--- src/rtl/wb_arb_rr_if.sv ---
// Bus bundle between N Wishbone masters, the round-robin arbiter and the single shared slave.
// The slave modport is the arbiter's view; the master modport is the surrounding environment.
interface wb_arb_rr_if #(
    parameter int unsigned N  = 2,
    parameter int unsigned AW = 8,
    parameter int unsigned DW = 32
);
    logic [N*AW-1:0] m_addr;
    logic [N*DW-1:0] m_wdata;
    logic [N-1:0]    m_we;
    logic [N-1:0]    m_cyc;
    logic [DW-1:0]   m_rdata;
    logic [N-1:0]    m_ack;
    logic [AW-1:0]   s_addr;
    logic [DW-1:0]   s_wdata;
    logic            s_we;
    logic            s_cyc;
    logic [DW-1:0]   s_rdata;
    logic            s_ack;

    modport slave (
        input  m_addr, m_wdata, m_we, m_cyc, s_rdata, s_ack,
        output m_rdata, m_ack, s_addr, s_wdata, s_we, s_cyc
    );

    modport master (
        output m_addr, m_wdata, m_we, m_cyc, s_rdata, s_ack,
        input  m_rdata, m_ack, s_addr, s_wdata, s_we, s_cyc
    );
endinterface

--- src/rtl/wb_arb_rr.sv ---
// Round-robin Wishbone arbiter: one whole transfer at a time, an idle cycle between transfers,
// and an ack timeout that force-completes a stuck transfer and raises a sticky error flag.
module wb_arb_rr #(
    parameter int unsigned N       = 2,
    parameter int unsigned AW      = 8,
    parameter int unsigned DW      = 32,
    parameter int unsigned TIMEOUT = 64
) (
    input  logic       clk,
    input  logic       rst,
    wb_arb_rr_if.slave bus,
    input  logic       err_clr,
    output logic       err_timeout
);
    localparam int unsigned GW = (N > 1) ? $clog2(N) : 1;
    localparam int unsigned CW = (TIMEOUT > 1) ? $clog2(TIMEOUT) : 1;

    typedef enum logic {StIdle, StBusy} state_e;

    state_e        state_q, state_d;
    logic [GW-1:0] g_q, g_d;
    logic [GW-1:0] ptr_q, ptr_d;
    logic [CW-1:0] to_cnt_q, to_cnt_d;
    logic          err_q, err_d;

    logic          found;
    logic [GW-1:0] pick;
    logic [GW-1:0] g_inc;
    logic          cyc_g;
    logic          at_limit;

    // First requesting master scanning ptr, ptr+1, ... modulo N.
    always_comb begin : rr_pick
        int unsigned   idx;
        logic [GW-1:0] idx_g;
        idx   = 0;
        idx_g = '0;
        found = 1'b0;
        pick  = '0;
        for (int unsigned k = 0; k < N; k++) begin
            idx   = (32'(ptr_q) + k) % N;
            idx_g = GW'(idx);
            if (!found && bus.m_cyc[idx_g]) begin
                found = 1'b1;
                pick  = idx_g;
            end
        end
    end

    assign g_inc    = (32'(g_q) == N - 1) ? '0 : g_q + GW'(1);
    assign cyc_g    = bus.m_cyc[g_q];
    assign at_limit = (to_cnt_q == CW'(TIMEOUT - 1));

    always_comb begin
        state_d     = state_q;
        g_d         = g_q;
        ptr_d       = ptr_q;
        to_cnt_d    = to_cnt_q;
        err_d       = err_q;
        bus.s_cyc   = 1'b0;
        bus.s_addr  = '0;
        bus.s_wdata = '0;
        bus.s_we    = 1'b0;
        bus.m_ack   = '0;
        bus.m_rdata = bus.s_rdata;

        if (err_clr) begin
            err_d = 1'b0;
        end

        case (state_q)
            StIdle: begin
                if (found) begin
                    state_d  = StBusy;
                    g_d      = pick;
                    to_cnt_d = '0;
                end
            end
            StBusy: begin
                bus.s_cyc   = 1'b1;
                bus.s_addr  = bus.m_addr[g_q*AW +: AW];
                bus.s_wdata = bus.m_wdata[g_q*DW +: DW];
                bus.s_we    = bus.m_we[g_q];
                to_cnt_d    = to_cnt_q + CW'(1);
                // A master abandoning its cycle gets no ack and does not advance the pointer.
                if (!cyc_g) begin
                    state_d  = StIdle;
                    to_cnt_d = '0;
                end else if (bus.s_ack) begin
                    bus.m_ack[g_q] = 1'b1;
                    state_d        = StIdle;
                    ptr_d          = g_inc;
                    to_cnt_d       = '0;
                end else if (at_limit) begin
                    bus.m_ack[g_q] = 1'b1;
                    bus.m_rdata    = '1;
                    err_d          = 1'b1;
                    state_d        = StIdle;
                    ptr_d          = g_inc;
                    to_cnt_d       = '0;
                end
            end
            default: state_d = StIdle;
        endcase
    end

    always_ff @(posedge clk or posedge rst) begin
        if (rst) begin
            state_q  <= StIdle;
            g_q      <= '0;
            ptr_q    <= '0;
            to_cnt_q <= '0;
            err_q    <= 1'b0;
        end else begin
            state_q  <= state_d;
            g_q      <= g_d;
            ptr_q    <= ptr_d;
            to_cnt_q <= to_cnt_d;
            err_q    <= err_d;
        end
    end

    assign err_timeout = err_q;
endmodule
--- src/flat_wrapper.sv ---
// flat-port wrapper written by rule: the top's interface ports become plain ports
module wb_arb_rr_flat 
#(
    parameter int unsigned N       = 2,
    parameter int unsigned AW      = 8,
    parameter int unsigned DW      = 32,
    parameter int unsigned TIMEOUT = 64
)
  (clk, rst, err_clr, err_timeout, bus_m_addr, bus_m_wdata, bus_m_we, bus_m_cyc, bus_s_rdata, bus_s_ack, bus_m_rdata, bus_m_ack, bus_s_addr, bus_s_wdata, bus_s_we, bus_s_cyc);
  wb_arb_rr_if #(.N(N), .AW(AW), .DW(DW)) bus_i ();
  input  logic clk;
  input  logic rst;
  input  logic err_clr;
  output logic err_timeout;
  input wire logic [$bits(bus_i.m_addr)-1:0] bus_m_addr;
  input wire logic [$bits(bus_i.m_wdata)-1:0] bus_m_wdata;
  input wire logic [$bits(bus_i.m_we)-1:0] bus_m_we;
  input wire logic [$bits(bus_i.m_cyc)-1:0] bus_m_cyc;
  input wire logic [$bits(bus_i.s_rdata)-1:0] bus_s_rdata;
  input wire logic [$bits(bus_i.s_ack)-1:0] bus_s_ack;
  output wire logic [$bits(bus_i.m_rdata)-1:0] bus_m_rdata;
  output wire logic [$bits(bus_i.m_ack)-1:0] bus_m_ack;
  output wire logic [$bits(bus_i.s_addr)-1:0] bus_s_addr;
  output wire logic [$bits(bus_i.s_wdata)-1:0] bus_s_wdata;
  output wire logic [$bits(bus_i.s_we)-1:0] bus_s_we;
  output wire logic [$bits(bus_i.s_cyc)-1:0] bus_s_cyc;
  assign bus_i.m_addr = bus_m_addr;
  assign bus_i.m_wdata = bus_m_wdata;
  assign bus_i.m_we = bus_m_we;
  assign bus_i.m_cyc = bus_m_cyc;
  assign bus_i.s_rdata = bus_s_rdata;
  assign bus_i.s_ack = bus_s_ack;
  assign bus_m_rdata = bus_i.m_rdata;
  assign bus_m_ack = bus_i.m_ack;
  assign bus_s_addr = bus_i.s_addr;
  assign bus_s_wdata = bus_i.s_wdata;
  assign bus_s_we = bus_i.s_we;
  assign bus_s_cyc = bus_i.s_cyc;
  wb_arb_rr #(.N(N), .AW(AW), .DW(DW), .TIMEOUT(TIMEOUT)) u_core (.clk(clk), .rst(rst), .bus(bus_i), .err_clr(err_clr), .err_timeout(err_timeout));
endmodule
--- config.mk ---
export PLATFORM = sky130hd
export DESIGN_NAME = wb_arb_rr_flat
export DESIGN_NICKNAME = d
export VERILOG_FILES = /design/src/rtl/wb_arb_rr_if.sv /design/src/rtl/wb_arb_rr.sv /design/src/flat_wrapper.sv
export SDC_FILE = /design/constraint.sdc
export NUM_CORES = 1
export LEC_CHECK = 0
export CAP_MARGIN = 20
export CORE_MARGIN = 2
export CORE_UTILIZATION = 26
export CTS_CLUSTER_DIAMETER = 100
export DETAILED_ROUTE_END_ITERATION = 12
export GPL_TIMING_DRIVEN = 0
export PLACE_DENSITY = 0.88
export SLEW_MARGIN = 20
export SYNTH_ARGS = -nofsm -noshare
export SYNTH_HDL_FRONTEND = slang
export SYNTH_SLANG_ARGS = --single-unit
export TNS_END_PERCENT = 20
--- constraint.sdc ---
create_clock -name clk -period 3 [get_ports clk]
set_clock_uncertainty 0.1 [all_clocks]
set_input_delay 0.3 -clock clk [delete_from_list [all_inputs] [get_ports clk]]
set_output_delay 0.3 -clock clk [all_outputs]
set_load 0.01 [all_outputs]
# After elaboration in Yosys (flattened, before gate mapping)
# Cells that the tools add are included.
[word_totals]
register_bits = 10
input_bits = 120
word_cells = 67
[op_classes]
add_sub_neg = 3
magnitude_cmp = 4
eq_ne = 2
shift = 2
n_mux = 44
bitwise_logic = 1
reduce_logical = 6
[op_table]
columns = ["op", "count"]
rows = [
  ["$mux 32", 5],
  ["$shiftx 64x7->32", 1],
  ["$mux 1", 27],
  ["$mux 6", 4],
  ["$shiftx 16x5->8", 1],
  ["$pmux 6 s2", 1],
  ["$mux 2", 4],
  ["$mux 8", 1],
  ["$add 6x1->6 const B", 1],
  ["$eq 6x6->1 const B", 1],
  ["$lt 1x2->1 const B", 3],
  ["$reduce_and 3->1", 1],
  ["$add 1x1->1 const B", 2],
  ["$logic_and 1x1->1", 2],
  ["$ne 2x1->1 const B", 1],
  ["$pmux 1 s2", 1],
  ["$reduce_and 2->1", 1],
  ["$reduce_bool 2->1", 1],
  ["$demux 1 s1", 1],
  ["$ge 1x1->1 const B", 1],
  ["$logic_not 1->1", 1],
  ["$not 1->1", 1],
]

# Depth between registers and ports, before layout
[depth]
ltp_word = 8
mapped_depth = 5
depth_no_buf = 4

# Least setup slack after synthesis
# No wires, ideal clock.
[synth_path]
kind = "reg2out"
start = "register u_core.to_cnt_q[0]"
end = "output port bus_m_rdata[22]"
t_arrival_ps = 1418
required_time_ps = 2600
slack_ps = 1182
stages_incl_launch_ff = 6
n_path_buf = 1
cell_sequence = "dfrtp_1 -> ha_1 -> and2_1 -> and4_4 -> buf_2 -> or2_1"
[synth_via]
elab_chain_cells = 5
[synth_lines]
columns = ["element", "line", "rtl"]
rows = [
  ["from (decl)", "wb_arb_rr.sv:23", "logic [CW-1:0] to_cnt_q, to_cnt_d;"],
  ["from (signal assigned)", "wb_arb_rr.sv:118", "to_cnt_q <= to_cnt_d;"],
  ["$eq 6x6->1", "wb_arb_rr.sv:52", "assign at_limit = (to_cnt_q == CW'(TIMEOUT - 1));"],
  ["$mux 32", "wb_arb_rr.sv:94", "end else if (at_limit) begin"],
  ["$mux 32", "wb_arb_rr.sv:89", "end else if (bus.s_ack) begin"],
  ["$mux 32", "wb_arb_rr.sv:86", "if (!cyc_g) begin"],
  ["$mux 32", "wb_arb_rr.sv:71", "case (state_q)"],
  ["to (decl)", "flat_wrapper.sv:21", "output wire logic [$bits(bus_i.m_rdata)-1:0] bus_m_rdata;"],
]
# No other way between the ends.

# Worst setup path after layout
[layout_path]
start = "input port bus_m_cyc[1]"
end = "output port bus_m_rdata[12]"
[layout_via]
elab_chain_cells = 4
[layout_lines]
columns = ["element", "line", "rtl"]
rows = [
  ["from (decl)", "flat_wrapper.sv:18", "input wire logic [$bits(bus_i.m_cyc)-1:0] bus_m_cyc;"],
  ["$mux 1 (implied by the code) (2 in a row)", "wb_arb_rr.sv:51", "assign cyc_g = bus.m_cyc[g_q];"],
  ["$mux 32", "wb_arb_rr.sv:86", ""],
  ["$mux 32", "wb_arb_rr.sv:71", ""],
]
# No other way between the ends. The select of a mux whose other input is x is not followed.

==> impl_results.md <==
- Antenna cell count: 0
- CORE AREA: 5140 um^2
- Area delta synth->final: 151%
- 1st-pass router iterations: 4
- I/O Buffers: 196
- Die area: 5970 um^2
- Post-CTS setup buffers: 0
- Worst Setup Start Kind: input pin
- Synth Warn #: 0
- Vias in the first global route: 2149
- CTS resizes: 0
- Antenna violations before repair: 0
- Largest net degree at the start of global routing: 11
- Final setup violation count: 0
- Cell Int Power: 1.03 mW
- Slowest stage delay, CP: 0.61 ns
- Slew of the pin with the lowest slew margin: 0.615 ns
- Final setup TNS: 0 ns
- Vias per cell: 4.61
- Area of the multi-input gates: 1060 um^2
- CTS Hold Buffers Added: 0
- First DRT Iteration DRCs: 167
- PwrDens: 485 nW/um^2
- Psw: 668 uW
- Num CTS Buffers: 3
- Part of the cycle the worst path needs: 0.896
- EDFF count, synth: 0
- Ys async rst share: 1.00
- Fin area: 3500 um^2
- Commonest non-fill, non-tap cell in the layout: clkdlybuf4s50_1
- Type of the most critical hold path: in -> async
- WP data required: 2.60 ns
- CP Max Fanout: 10
- Gpl congestion: 0.831
- Syn_nets: 309
- Sequential cell area: 250 um^2
- Detailed-route via count: 2112
- Crit path arrival time: 2.29 ns
- Synth cell types: 32
- Worst Setup End Kind: primary output
- Depth of the CTS H-tree: 1
- Final hold violations: 0
- Fmax: 372 MHz
- Setup ws final: 0.311 ns
- Status: complete, no violations
- Final ANT Viol Nets: 0
- First-pass GRT wire length: 10.1 mm
- Total wire length: 6.57 mm
- Placed Area: 3440 um^2
- Seq/Total Area, Yosys: 0.179
- Syn Std Cell Area: 1400 um^2
- Slew headroom: 0.587
- Clk pwr share: 0.102
- Drt wl/cell: 14.3 um
- Gate Count Post-Synth: 188
- Crit path kind: in -> out
- Clock Path Buffers: 2
- DRC viols: 0
- CP cell instances: clkdlybuf4s50_1, mux2_4, and4_4, buf_2, or2_1, clkdlybuf4s50_1
- Minimum clock period: 2.69 ns
- CP max stage cell: clkdlybuf4s50_1
- Pre-CTS WS: 0.327 ns
- Synth Area per Inst: 7.42 um^2
- Share of layout cells above drive strength 1: 0.0490
- Row count: 26
- CTS Root Cell: clkbuf_8
- RSZ-0062 raised after global routing: false
- Clock Latency Late Sink: 0.24 ns
- Cell mode on critical path: clkdlybuf4s50_1
- Worst VDD drop: 299 uV
- IO Pins: 197
- Leak pwr: 1.51 nW
- Die H: 77.3 um
- Max_cap viols: 0
- Final max-slew violation count: 0
- Finished Core Util: 0.681
- Starting density of the core: 0.271
- Nets: 510
- Clock transition at path regs: 0.05 ns
- Hpwl dp: 5.76 mm
- Grt ovf: 0
- Sequential Power Share: 0.110
- Overall fraction of global-route tracks in use: 0.212
- Switching Share: 0.394
- Combinational power share: 0.787
- Clock sink count: 10
- Main synth FF type: dfrtp_1
- CTS tree: done
- Die X: 77.3 um
- Commonest non-fill, non-tap cells in the layout: clkdlybuf4s50_1, mux2i_1, nor2_1, or2_1, dfrtp_1
- Synthesis-stage register bit count: 10
- Filler Cell Count: 438
- Total power: 1.70 mW
==> final timing paths <==
path | start | end | slack, ns | depth (start not counted)
max reg2reg | u_core.to_cnt_q[0] | u_core.to_cnt_q[4] | 1.29 | 4
max | bus_m_cyc[1] | bus_m_rdata[12] | 0.31 | 6
max in group asynchronous | rst | u_core.to_cnt_q[4] | 2.27 | 2
min reg2reg | u_core.err_timeout | u_core.err_timeout | 0.39 | 1
min | rst | u_core.err_timeout | 0.25 | 2
min in group clk | u_core.err_timeout | u_core.err_timeout | 0.39 | 1
==> worst max-delay path, delay by kind of cell <==
family        cells  cell delay [ns]
mux               1             0.28
buf+inv           3             1.34
simple gates      2             0.37
==> state kept, by name (all words and copies together), names as in the netlist <==
register and count:
u_core.g_q 1, u_core.ptr_q 1, u_core.err_timeout 1, u_core.state_q 1
u_core.to_cnt_q 6
==> final cells by class <==
type / count / share of cell area
buffer: 13 / 0.0179
clock buffer: 4 / 0.0157
inverter: 5 / 0.00536
multi-input combinational: 160 / 0.304
sequential: 10 / 0.0715
tap: 70 / 0.0250
timing repair buffer: 196 / 0.561
==> layer usage <==
metal	vias up	share of wire	GRT usage
met5	-	0	0
met3	11	0.093	0.0600
met2	129	0.56	0.444
li1	1045	-	-
met1	927	0.32	0.187
met4	0	0.018	0.0679
==> synthesized netlist by cell type, types with 2 or more instances <==
cell type | count | area [um^2]
nor3_1 | 2 | 10.0
dfrtp_1 | 10 | 250
o211ai_1 | 2 | 15.0
a31oi_1 | 4 | 25.0
or2_1 | 29 | 181
mux2i_1 | 42 | 420
a21oi_1 | 3 | 15.0
nand4_1 | 4 | 25.0
nand2_1 | 7 | 26.3
clkbuf_1 | 4 | 15.0
buf_2 | 8 | 40.0
nor2_1 | 42 | 158
o21ai_0 | 3 | 15.0
inv_1 | 4 | 15.0
nand3_1 | 5 | 25.0
or2_2 | 3 | 18.8
==> power groups by stage <==
stage	Combinational, mW	Sequential, mW	Clock [mW]
4_1_cts	1.35	0.186	0.176
2_1_floorplan	0.665	0.184	0
5_1_grt	1.43	0.190	0.186
3_5_place_dp	1.35	0.188	0
3_3_place_gp	1.33	0.188	0
6_report	1.34	0.187	0.173
==> cell families after synthesis <==
family	synth area share
multiplexers	0.312
AND/OR/NAND/NOR	0.366
adder cells (fa/ha/maj)	0.00897
AO/OA/AOI/OAI	0.0753
buffers and inverters	0.0583
flip-flops	0.179
==> through the flow <==
stage | std cells | hold slack (ns)
2_1_floorplan | 188 | 0.0402
3_3_place_gp | 454 | 0.360
3_5_place_dp | 454 | 0.378
4_1_cts | 458 | 0.260
5_1_grt | 458 | 0.290
6_report | 458 | 0.247
No activity file was read; power rests on OpenSTA's default activity.
